<file path="config.mk">
export PLATFORM = sky130hd
export DESIGN_NAME = uart_receiver_flat
export DESIGN_NICKNAME = d
export VERILOG_FILES = /design/src/rtl/uart_pkg.sv /design/src/rtl/uart_receiver_if.sv /design/src/rtl/uart_rx_sync.sv /design/src/rtl/uart_receiver.sv /design/src/flat_wrapper.sv
export SDC_FILE = /design/constraint.sdc
export NUM_CORES = 1
export LEC_CHECK = 0
export BUFFER_PORTS_ARGS = -buffer_cell sky130_fd_sc_hd__buf_2
export CAP_MARGIN = 15
export CORE_ASPECT_RATIO = 1.25
export CORE_MARGIN = 3
export CORE_UTILIZATION = 61
export DETAILED_ROUTE_END_ITERATION = 16
export PLACE_DENSITY = 0.83
export RECOVER_POWER = 50
export SLEW_MARGIN = 30
export SYNTH_ARGS = -nofsm -noshare
export SYNTH_HDL_FRONTEND = slang
export SYNTH_SLANG_ARGS = --single-unit
export TNS_END_PERCENT = 100
</file>
<file path="constraint.sdc">
create_clock -name clk_100MHz -period 5 [get_ports clk_100MHz]
set_clock_uncertainty 0.1 [all_clocks]
set_input_delay 1 -clock clk_100MHz [delete_from_list [all_inputs] [get_ports clk_100MHz]]
set_output_delay 1 -clock clk_100MHz [all_outputs]
set_load 0.02 [all_outputs]
</file>
<file path="src/rtl/uart_pkg.sv">
// Shared UART definitions: FSM state encoding, oversampling constants and
// default frame geometry, used by both the receiver and the transmitter.
package uart_pkg;

    typedef enum logic [2:0] {
        ST_IDLE,
        ST_START,
        ST_DATA,
        ST_PARITY,
        ST_STOP
    } uart_state_t;

    localparam int OVERSAMPLE  = 16;
    localparam int MID_START   = 7;
    localparam int DEF_DBITS   = 8;
    localparam int DEF_SB_TICK = 16;

endpackage

</file>
<file path="src/rtl/uart_receiver_if.sv">
// Receiver-side UART bundle: tick/line inputs and the parallel word with its strobes.
// parity_error exists only when UART_RX_PARITY_EN is defined.
interface uart_receiver_if #(
    parameter int DBITS = 8
);
    logic             sample_tick;
    logic             rx;
    logic [DBITS-1:0] data_out;
    logic             data_ready;
    logic             frame_error;
`ifdef UART_RX_PARITY_EN
    logic             parity_error;
`endif

    modport master (
        input  sample_tick, rx,
`ifdef UART_RX_PARITY_EN
        output parity_error,
`endif
        output data_out, data_ready, frame_error
    );

    modport slave (
        output sample_tick, rx,
`ifdef UART_RX_PARITY_EN
        input  parity_error,
`endif
        input  data_out, data_ready, frame_error
    );
endinterface

</file>
<file path="src/rtl/uart_rx_sync.sv">
// Two-flop synchronizer for the asynchronous rx pin; both flops reset to the
// idle (high) line level so reset never looks like a start bit.
module uart_rx_sync (
    input  logic clk_100MHz,
    input  logic reset,
    input  logic i_rx,
    output logic o_rx_s
);
    logic r_meta;
    logic r_sync;

    always_ff @(posedge clk_100MHz or posedge reset) begin
        if (reset) begin
            r_meta <= 1'b1;
            r_sync <= 1'b1;
        end else begin
            r_meta <= i_rx;
            r_sync <= r_meta;
        end
    end

    assign o_rx_s = r_sync;
endmodule

</file>
<file path="src/rtl/uart_receiver.sv">
// 16x-oversampled UART receiver (start + DBITS LSB-first + optional even parity + stop).
// Optional parity stage and parity_error strobe: define UART_RX_PARITY_EN.
module uart_receiver
    import uart_pkg::*;
#(
    parameter int DBITS   = DEF_DBITS,
    parameter int SB_TICK = DEF_SB_TICK
) (
    input  logic             clk_100MHz,
    input  logic             reset,
    uart_receiver_if.master  bus
);
    localparam int TW = (SB_TICK > 16) ? 5 : 4;
    localparam int BW = $clog2(DBITS);

    localparam logic [TW-1:0] MID_T  = TW'(MID_START);
    localparam logic [TW-1:0] BIT_T  = TW'(OVERSAMPLE - 1);
    localparam logic [TW-1:0] STOP_T = TW'(SB_TICK - 1);
    localparam logic [BW-1:0] LAST_B = BW'(DBITS - 1);

    uart_state_t      r_state;
    logic [TW-1:0]    r_tick_cnt;
    logic [BW-1:0]    r_bit_cnt;
    logic [DBITS-1:0] r_shift_reg;
    logic [DBITS-1:0] r_data_out;
    logic             r_data_ready;
    logic             r_frame_error;
    logic             w_rx_s;
`ifdef UART_RX_PARITY_EN
    logic             r_par_bit;
    logic             r_parity_error;
`endif

    uart_rx_sync u_sync (
        .clk_100MHz (clk_100MHz),
        .reset      (reset),
        .i_rx       (bus.rx),
        .o_rx_s     (w_rx_s)
    );

    always_ff @(posedge clk_100MHz or posedge reset) begin
        if (reset) begin
            r_state       <= ST_IDLE;
            r_tick_cnt    <= '0;
            r_bit_cnt     <= '0;
            r_shift_reg   <= '0;
            r_data_out    <= '0;
            r_data_ready  <= 1'b0;
            r_frame_error <= 1'b0;
`ifdef UART_RX_PARITY_EN
            r_par_bit      <= 1'b0;
            r_parity_error <= 1'b0;
`endif
        end else begin
            r_data_ready  <= 1'b0;
            r_frame_error <= 1'b0;
`ifdef UART_RX_PARITY_EN
            r_parity_error <= 1'b0;
`endif
            case (r_state)
                // Start detection is not tick-gated so the half-bit count starts promptly.
                ST_IDLE: begin
                    if (!w_rx_s) begin
                        r_state    <= ST_START;
                        r_tick_cnt <= '0;
                    end
                end
                ST_START: begin
                    if (bus.sample_tick) begin
                        if (r_tick_cnt == MID_T) begin
                            r_state    <= w_rx_s ? ST_IDLE : ST_DATA;
                            r_tick_cnt <= '0;
                            r_bit_cnt  <= '0;
                        end else begin
                            r_tick_cnt <= r_tick_cnt + 1'b1;
                        end
                    end
                end
                ST_DATA: begin
                    if (bus.sample_tick) begin
                        if (r_tick_cnt == BIT_T) begin
                            r_shift_reg <= {w_rx_s, r_shift_reg[DBITS-1:1]};
                            r_tick_cnt  <= '0;
                            r_bit_cnt   <= r_bit_cnt + 1'b1;
                            if (r_bit_cnt == LAST_B)
`ifdef UART_RX_PARITY_EN
                                r_state <= ST_PARITY;
`else
                                r_state <= ST_STOP;
`endif
                        end else begin
                            r_tick_cnt <= r_tick_cnt + 1'b1;
                        end
                    end
                end
`ifdef UART_RX_PARITY_EN
                ST_PARITY: begin
                    if (bus.sample_tick) begin
                        if (r_tick_cnt == BIT_T) begin
                            r_par_bit  <= w_rx_s;
                            r_tick_cnt <= '0;
                            r_state    <= ST_STOP;
                        end else begin
                            r_tick_cnt <= r_tick_cnt + 1'b1;
                        end
                    end
                end
`endif
                ST_STOP: begin
                    if (bus.sample_tick) begin
                        if (r_tick_cnt == STOP_T) begin
                            r_state <= ST_IDLE;
                            // A low stop bit wins over everything else; the word is dropped.
                            if (w_rx_s) begin
                                r_data_out   <= r_shift_reg;
                                r_data_ready <= 1'b1;
`ifdef UART_RX_PARITY_EN
                                r_parity_error <= ^{r_shift_reg, r_par_bit};
`endif
                            end else begin
                                r_frame_error <= 1'b1;
                            end
                        end else begin
                            r_tick_cnt <= r_tick_cnt + 1'b1;
                        end
                    end
                end
                default: r_state <= ST_IDLE;
            endcase
        end
    end

    assign bus.data_out    = r_data_out;
    assign bus.data_ready  = r_data_ready;
    assign bus.frame_error = r_frame_error;
`ifdef UART_RX_PARITY_EN
    assign bus.parity_error = r_parity_error;
`endif
endmodule
</file>
<file path="src/flat_wrapper.sv">
// flat-port wrapper written by rule: the top's interface ports become plain ports
module uart_receiver_flat import uart_pkg::*;
#(
    parameter int DBITS   = DEF_DBITS,
    parameter int SB_TICK = DEF_SB_TICK
)
  (clk_100MHz, reset, bus_sample_tick, bus_rx, bus_data_out, bus_data_ready, bus_frame_error);
  uart_receiver_if #(.DBITS(DBITS)) bus_i ();
  input  logic clk_100MHz;
  input  logic reset;
  input wire logic [$bits(bus_i.sample_tick)-1:0] bus_sample_tick;
  input wire logic [$bits(bus_i.rx)-1:0] bus_rx;
  output wire logic [$bits(bus_i.data_out)-1:0] bus_data_out;
  output wire logic [$bits(bus_i.data_ready)-1:0] bus_data_ready;
  output wire logic [$bits(bus_i.frame_error)-1:0] bus_frame_error;
  assign bus_i.sample_tick = bus_sample_tick;
  assign bus_i.rx = bus_rx;
  assign bus_data_out = bus_i.data_out;
  assign bus_data_ready = bus_i.data_ready;
  assign bus_frame_error = bus_i.frame_error;
  uart_receiver #(.DBITS(DBITS), .SB_TICK(SB_TICK)) u_core (.clk_100MHz(clk_100MHz), .reset(reset), .bus(bus_i));
endmodule
</file>
* Yosys cells after proc, flatten, opt, wreduce, memory -nomap -nowiden
Cells that the tools add are included.
** Operators by class
- Eq/ne operators :: 15
- Bitwise gates (word level) :: 0
- $lt $le $gt $ge :: 0
- $mul :: 0
- Shifts and indexed selects :: 0
- Reductions and logical operators :: 8
- Add/sub/neg operators :: 2
- Multiplexer cells :: 31
- Divide/modulo/power cells :: 0
** Operators with widths (number)
- two-way mux 3 bit :: 12
- two-way mux 4 bit :: 7
- one-hot mux 4 bit (4 select lines) :: 1
- one-hot mux 3 bit (4 select lines) :: 1
- inequality test 2 bit, second input constant :: 5
- two-way mux 1 bit :: 8
- inequality test 2 x 1 -> 1 bit, second input constant :: 4
- AND reduction 8 bit :: 1
- == test 3 bit, second input constant :: 2
- one-hot mux 3 bit (2 select lines) :: 1
- AND reduction 6 bit :: 1
- AND reduction 5 bit :: 1
- adder 4 x 1 -> 4 bit, second input constant :: 1
- == test 4 x 3 -> 1 bit, second input constant :: 1
- == test 4 bit, second input constant :: 1
- AND reduction 4 bit :: 1
- nonzero test 4 bit :: 1
- adder 3 x 1 -> 3 bit, second input constant :: 1
- == test 3 x 1 -> 1 bit, second input constant :: 1
- == test 3 x 2 -> 1 bit, second input constant :: 1
- zero test 3 bit :: 1
- AND reduction 3 bit :: 1
- two-way mux 2 bit :: 1
- nonzero test 2 bit :: 1
** Storage, ports and cells
- Memories kept :: 0
- Input bits :: 4
- Bits in latches :: 0
- Output and inout port bits :: 10
- Logic and storage cells :: 65
- ROM bits :: 0
- RAM bits :: 0
- Flip-flop bits (word level) :: 30

* Longest topological paths before layout
- Word-level depth :: 5
- Mapped depth :: 7
- Depth with buffers taken out :: 6

* By module
A second synthesis with hierarchy kept.
** Unflattened totals
- Cell total of the unflattened synthesis :: 109
- Area, all modules :: 1381.3 µm²
** Modules (own cells, without submodules)
- uart_receiver :: times used 1, cells each 106, area each 1325.0 µm²
- uart_rx_sync :: times used 1, cells each 3, area each 56.3 µm²

* Worst setup path after synthesis
Ideal clock, no wire load.
- Path kind :: input to register
- Start :: input port bus_sample_tick
- End :: register u_core.r_tick_cnt[2]
- Arrival time :: 1973 ps
- Buffers on the path :: 1
- Required time :: 4774 ps
- Cell stages on the path :: 5
- Slack :: 2801 ps
- Cell sequence :: a2111oi_2 or3_1 buf_2 nor4bb_1 a221o_1
** On the way
- Word-level cells in the longest chain between the ends :: 2
- Elaborated cells on any way between the ends :: 4
- Those cells by class :: eq/ne (3); reduce/logical (1)
** RTL lines
- start, declared :: line flat_wrapper.sv:11 : input wire logic [$bits(bus_i.sample_tick)-1:0] bus_sample_tick;
- inequality test 2 bit (no line)
- AND reduction 6 bit (no line) (*)
- end signal, assigned :: line uart_receiver.sv:75 : r_tick_cnt <= r_tick_cnt + 1'b1;
- end signal, assigned :: line uart_receiver.sv:92 : r_tick_cnt <= r_tick_cnt + 1'b1;
- end signal, assigned :: line uart_receiver.sv:124 : r_tick_cnt <= r_tick_cnt + 1'b1;
- end, declared :: line uart_receiver.sv:22 : logic [TW-1:0] r_tick_cnt;
Mark *: on every way between the ends. The rest lies on a longest branch, timed or not.
A chain may end at the register's enable or synchronous reset.

* Worst setup path in the final report
- Start :: register u_core.r_tick_cnt[0]
- End :: register u_core.r_shift_reg[6]
** On the way
- Word-level cells in the longest chain between the ends :: 2
** RTL lines
- == test 4 bit :: line uart_receiver.sv:81 : if (r_tick_cnt == BIT_T) begin
- AND reduction 3 bit (no line)
- end signal, assigned :: line uart_receiver.sv:82 : r_shift_reg <= {w_rx_s, r_shift_reg[DBITS-1:1]};
- end, declared :: line uart_receiver.sv:24 : logic [DBITS-1:0] r_shift_reg;
Every way passes these cells.

==> Flow_metrics.wiki <==
{| class="wikitable"
! Metric !! Value
|-
| Outcome || finished clean
|-
| Upper clock frequency limit || 0.455 GHz
|-
| Crit end category || register
|-
| Leakage || 0.000792 uW
|-
| Internal power || 384 uW
|-
| Seq cells post-synth || 30
|-
| Post-detailed-route DRC marker count || 0
|-
| Worst-case clock buffer depth || 2
|-
| Height of the die || roughly 60 um
|-
| Clock Sinks || 30
|-
| Number of gates resized after CTS || 0
|-
| Clock root buffer || sky130_fd_sc_hd__clkbuf_4
|-
| PortBufs || 13
|-
| Count of yosys warnings during synthesis || 0
|-
| CTS tree || built
|-
| Standard-cell row count || 19
|-
| Number of ports placed on the die boundary || 14
|-
| Biggest area consumer among synthesized cells || sky130_fd_sc_hd__dfrtp_1
|-
| Net count reported at finish || around 130
|-
| Hold/Removal Path Class || reg -> reg
|-
| Power share of the combinational group || 25.2%
|-
| Iteration-0 DRC count of the detailed router || 27
|-
| Net Sw Power || between 150 and 200 uW
|-
| Number of global-route vias before repair || 827
|-
| Clock slew seen by the registers of the worst setup and hold paths || 0.08 ns
|-
| Critical Path Start Type || register
|-
| Die Outline Area || just under 3000 um2
|-
| Starting Density || 64.8%
|-
| Number of instances in the synthesized netlist || around 110
|-
| Total CTS buffers || 5
|-
| Top-area cell type share of the netlist area || between 40% and 50%
|-
| Antenna diode instance count || 0
|-
| Pwr dens || 362 nW/um2
|-
| End-of-flow core utilization || 69.4%
|-
| Number of different library cells in the post-synthesis netlist || 37
|-
| Worst VDD drop || 0.000237 V
|-
| Fill count || 159
|-
| Post-synth net total || about 120
|-
| Via density per instance || 5.58
|-
| Via total after detailed routing || 870
|-
| Final TNS setup || 0 ns
|-
| Final Cycle Share || between 40 and 50%
|-
| Area taken by flip-flops and latches || 753 um2
|-
| Routability-driven placement congestion ratio || around 0.86
|-
| Overall Global Routing Usage || 17.9%
|-
| Clock period minus final worst setup slack || 2.20 ns
|-
| Layout-stage area growth over the synthesis result || 7.16%
|-
| Clock latency on the worst-skew pair || 0.32 ns
|-
| Count of H-tree levels built during CTS || 2
|-
| Sequential-to-total area share from yosys stat || 52.6%
|-
| Critical Path Fanout Max || 11
|-
| Relative slew slack || 29.1%
|-
| Initial antenna violation count || 0
|-
| Total setup violations reported at the end of the flow || 0
|-
| Internal reg-to-reg setup slack || 2.80 ns
|-
| Setup repair after global routing missed its margin || no
|-
| Data arrival at the endpoint of the critical path || 2.31 ns
|-
| Mean instance size in the synthesized netlist || 13.1 um2
|-
| Detail-routed net length per standard cell || 13.9 um
|-
| Multi-input gate area in the final layout || 614 um2
|-
| Number of iterations in the first detailed-routing pass || 4
|-
| Pin count of the biggest net entering global routing || 31
|-
| Switching share of total power || 30.9%
|-
| Ranking of synthesized cells by area || sky130_fd_sc_hd__dfrtp_1 (49%), sky130_fd_sc_hd__mux2_4 (8.4%), sky130_fd_sc_hd__mux2_2 (7.9%), sky130_fd_sc_hd__dfstp_2 (3.7%), sky130_fd_sc_hd__ha_1 (2.6%)
|-
| Type of the worst setup path || reg -> reg
|-
| Core Area || roughly 2200 um2
|-
| Sequential Power Share || 52.4%
|-
| Remaining antenna violation count || 0
|-
| Tightest Pin Transition || 1.06 ns
|-
| Die outline width || roughly 49 um
|-
| # Post-CTS Setup Buffers || 0
|-
| DPL Wire Length || around 1600 um
|-
| Quantity of hold-fixing buffers added after cts || 0
|-
| Global-route wire length before repair || 3780 um
|-
| Max-capacitance violation count || 0
|-
| Required time of the critical path || slightly above 5 ns
|-
| Fraction of final layout cells sized beyond drive strength 1 || 36.0%
|-
| Share of power burned in the clock network || 22.4%
|-
| Total Routed Length || 2170 um
|-
| Final hold violation count || 0
|-
| Synth Cell Area || around 1400 um2
|-
| Max-slew violation count || 0
|-
| Total gr overflow || 0
|}
routing by layer:
layer | share of wire, % | global-route usage [%]
met5 | 0 | 0
met4 | 3.2 | 13.4
met3 | 4.4 | 5.49
met2 | 51 | 29.3
met1 | 42 | 19.8
cells in the final DEF, fill, tap and decap left out, types with 2 or more instances in the layout:
cell type	n
sky130_fd_sc_hd__dfstp_2	2
sky130_fd_sc_hd__dfrtp_1	28
sky130_fd_sc_hd__clkbuf_1	3
sky130_fd_sc_hd__ha_1	3
sky130_fd_sc_hd__a21oi_1	5
sky130_fd_sc_hd__buf_2	13
sky130_fd_sc_hd__nand3_1	2
sky130_fd_sc_hd__mux2_1	2
sky130_fd_sc_hd__nor3_1	4
sky130_fd_sc_hd__mux2_4	8
sky130_fd_sc_hd__inv_1	4
sky130_fd_sc_hd__a22o_1	2
sky130_fd_sc_hd__mux2_2	10
sky130_fd_sc_hd__or2b_4	2
sky130_fd_sc_hd__o21ai_0	3
sky130_fd_sc_hd__nor2_1	5
sky130_fd_sc_hd__nand2_1	6
sky130_fd_sc_hd__clkbuf_4	5
worst paths after layout:
| kind | start | depth (start not counted) | end |
|---|---|---|---|
| worst min-delay path | u_core.u_sync.r_meta | 0 | u_core.u_sync.o_rx_s |
| max in group asynchronous | reset | 2 | u_core.bus.data_out[1] |
| worst max-delay path | u_core.r_tick_cnt[0] | 6 | u_core.r_shift_reg[6] |
| min in group asynchronous | reset | 2 | u_core.r_shift_reg[3] |
| worst min register to register | u_core.u_sync.r_meta | 0 | u_core.u_sync.o_rx_s |
| worst max register to register | u_core.r_tick_cnt[0] | 6 | u_core.r_shift_reg[6] |
stage by stage:
step | hold slack, ns | instance area [um2] | power (uW) | setup slack (ns) | instances
after floorplan | 0.245 | 1430 | 427 | 2.80 | 109
after global placement | 0.245 | 1500 | 429 | 2.64 | 149
after detailed placement | 0.248 | 1500 | 437 | 2.59 | 149
after CTS | 0.260 | 1550 | 566 | 2.95 | 156
after global routing | 0.266 | 1540 | 598 | 2.63 | 156
final | 0.258 | 1540 | 556 | 2.80 | 156
cells in the mapped netlist:
cell type / number
sky130_fd_sc_hd__a2111oi_2: 1
sky130_fd_sc_hd__a211oi_2: 1
sky130_fd_sc_hd__a21boi_0: 1
sky130_fd_sc_hd__a21o_1: 1
sky130_fd_sc_hd__a21oi_1: 5
sky130_fd_sc_hd__a221o_1: 1
sky130_fd_sc_hd__a22o_1: 2
sky130_fd_sc_hd__a32oi_2: 1
sky130_fd_sc_hd__and3_1: 1
sky130_fd_sc_hd__buf_2: 2
sky130_fd_sc_hd__buf_4: 1
sky130_fd_sc_hd__buf_6: 2
sky130_fd_sc_hd__dfrtp_1: 28
sky130_fd_sc_hd__dfstp_2: 2
sky130_fd_sc_hd__ha_1: 3
sky130_fd_sc_hd__inv_1: 4
sky130_fd_sc_hd__mux2_1: 2
sky130_fd_sc_hd__mux2_2: 10
sky130_fd_sc_hd__mux2_4: 8
sky130_fd_sc_hd__nand2_1: 5
sky130_fd_sc_hd__nand2_4: 1
sky130_fd_sc_hd__nand3_1: 2
sky130_fd_sc_hd__nand3b_1: 1
sky130_fd_sc_hd__nand4b_1: 1
sky130_fd_sc_hd__nor2_1: 5
sky130_fd_sc_hd__nor2_4: 1
sky130_fd_sc_hd__nor2b_1: 1
sky130_fd_sc_hd__nor3_1: 4
sky130_fd_sc_hd__nor3b_1: 1
sky130_fd_sc_hd__nor3b_2: 1
sky130_fd_sc_hd__nor4bb_1: 1
sky130_fd_sc_hd__o21ai_0: 3
sky130_fd_sc_hd__o31ai_1: 1
sky130_fd_sc_hd__or2b_4: 2
sky130_fd_sc_hd__or3_1: 1
sky130_fd_sc_hd__or3b_4: 1
sky130_fd_sc_hd__xor2_1: 1
critical path: stages (launching register included):
cell	delay [ns]
sky130_fd_sc_hd__dfrtp_1	0.41
sky130_fd_sc_hd__ha_1	0.25
sky130_fd_sc_hd__and3_1	0.21
sky130_fd_sc_hd__nand2_1	0.13
sky130_fd_sc_hd__nor3_1	0.16
sky130_fd_sc_hd__clkbuf_1	0.44
sky130_fd_sc_hd__mux2_2	0.40
layout make-up:
type / instances / area share [%]
multi-input combinational: 70 / 40.0
clock buffer: 7 / 2.93
inverter: 4 / 0.978
tap: 31 / 2.53
sequential: 30 / 49.1
timing repair buffer: 14 / 4.48
kinds of logic after synthesis:
logic type	count (synthesis)	synth area share [%]
adder cells (fa/ha/maj)	3	2.62
multiplexers	20	17.8
flip-flops	30	52.6
AO/OA/AOI/OAI	17	9.35
AND/OR/NAND/NOR	29	13.2
XOR/XNOR	1	0.611
buffers and inverters	9	3.84
power groups by stage:
stage / Clock, uW / Combinational [uW] / Sequential, uW
6_report: 125 / 140 / 291
3_5_place_dp: 0 / 140 / 297
2_1_floorplan: 0 / 150 / 277
4_1_cts: 133 / 142 / 292
5_1_grt: 142 / 160 / 296
3_3_place_gp: 0 / 135 / 294
Note: power is estimated with default switching activity, not from simulation.
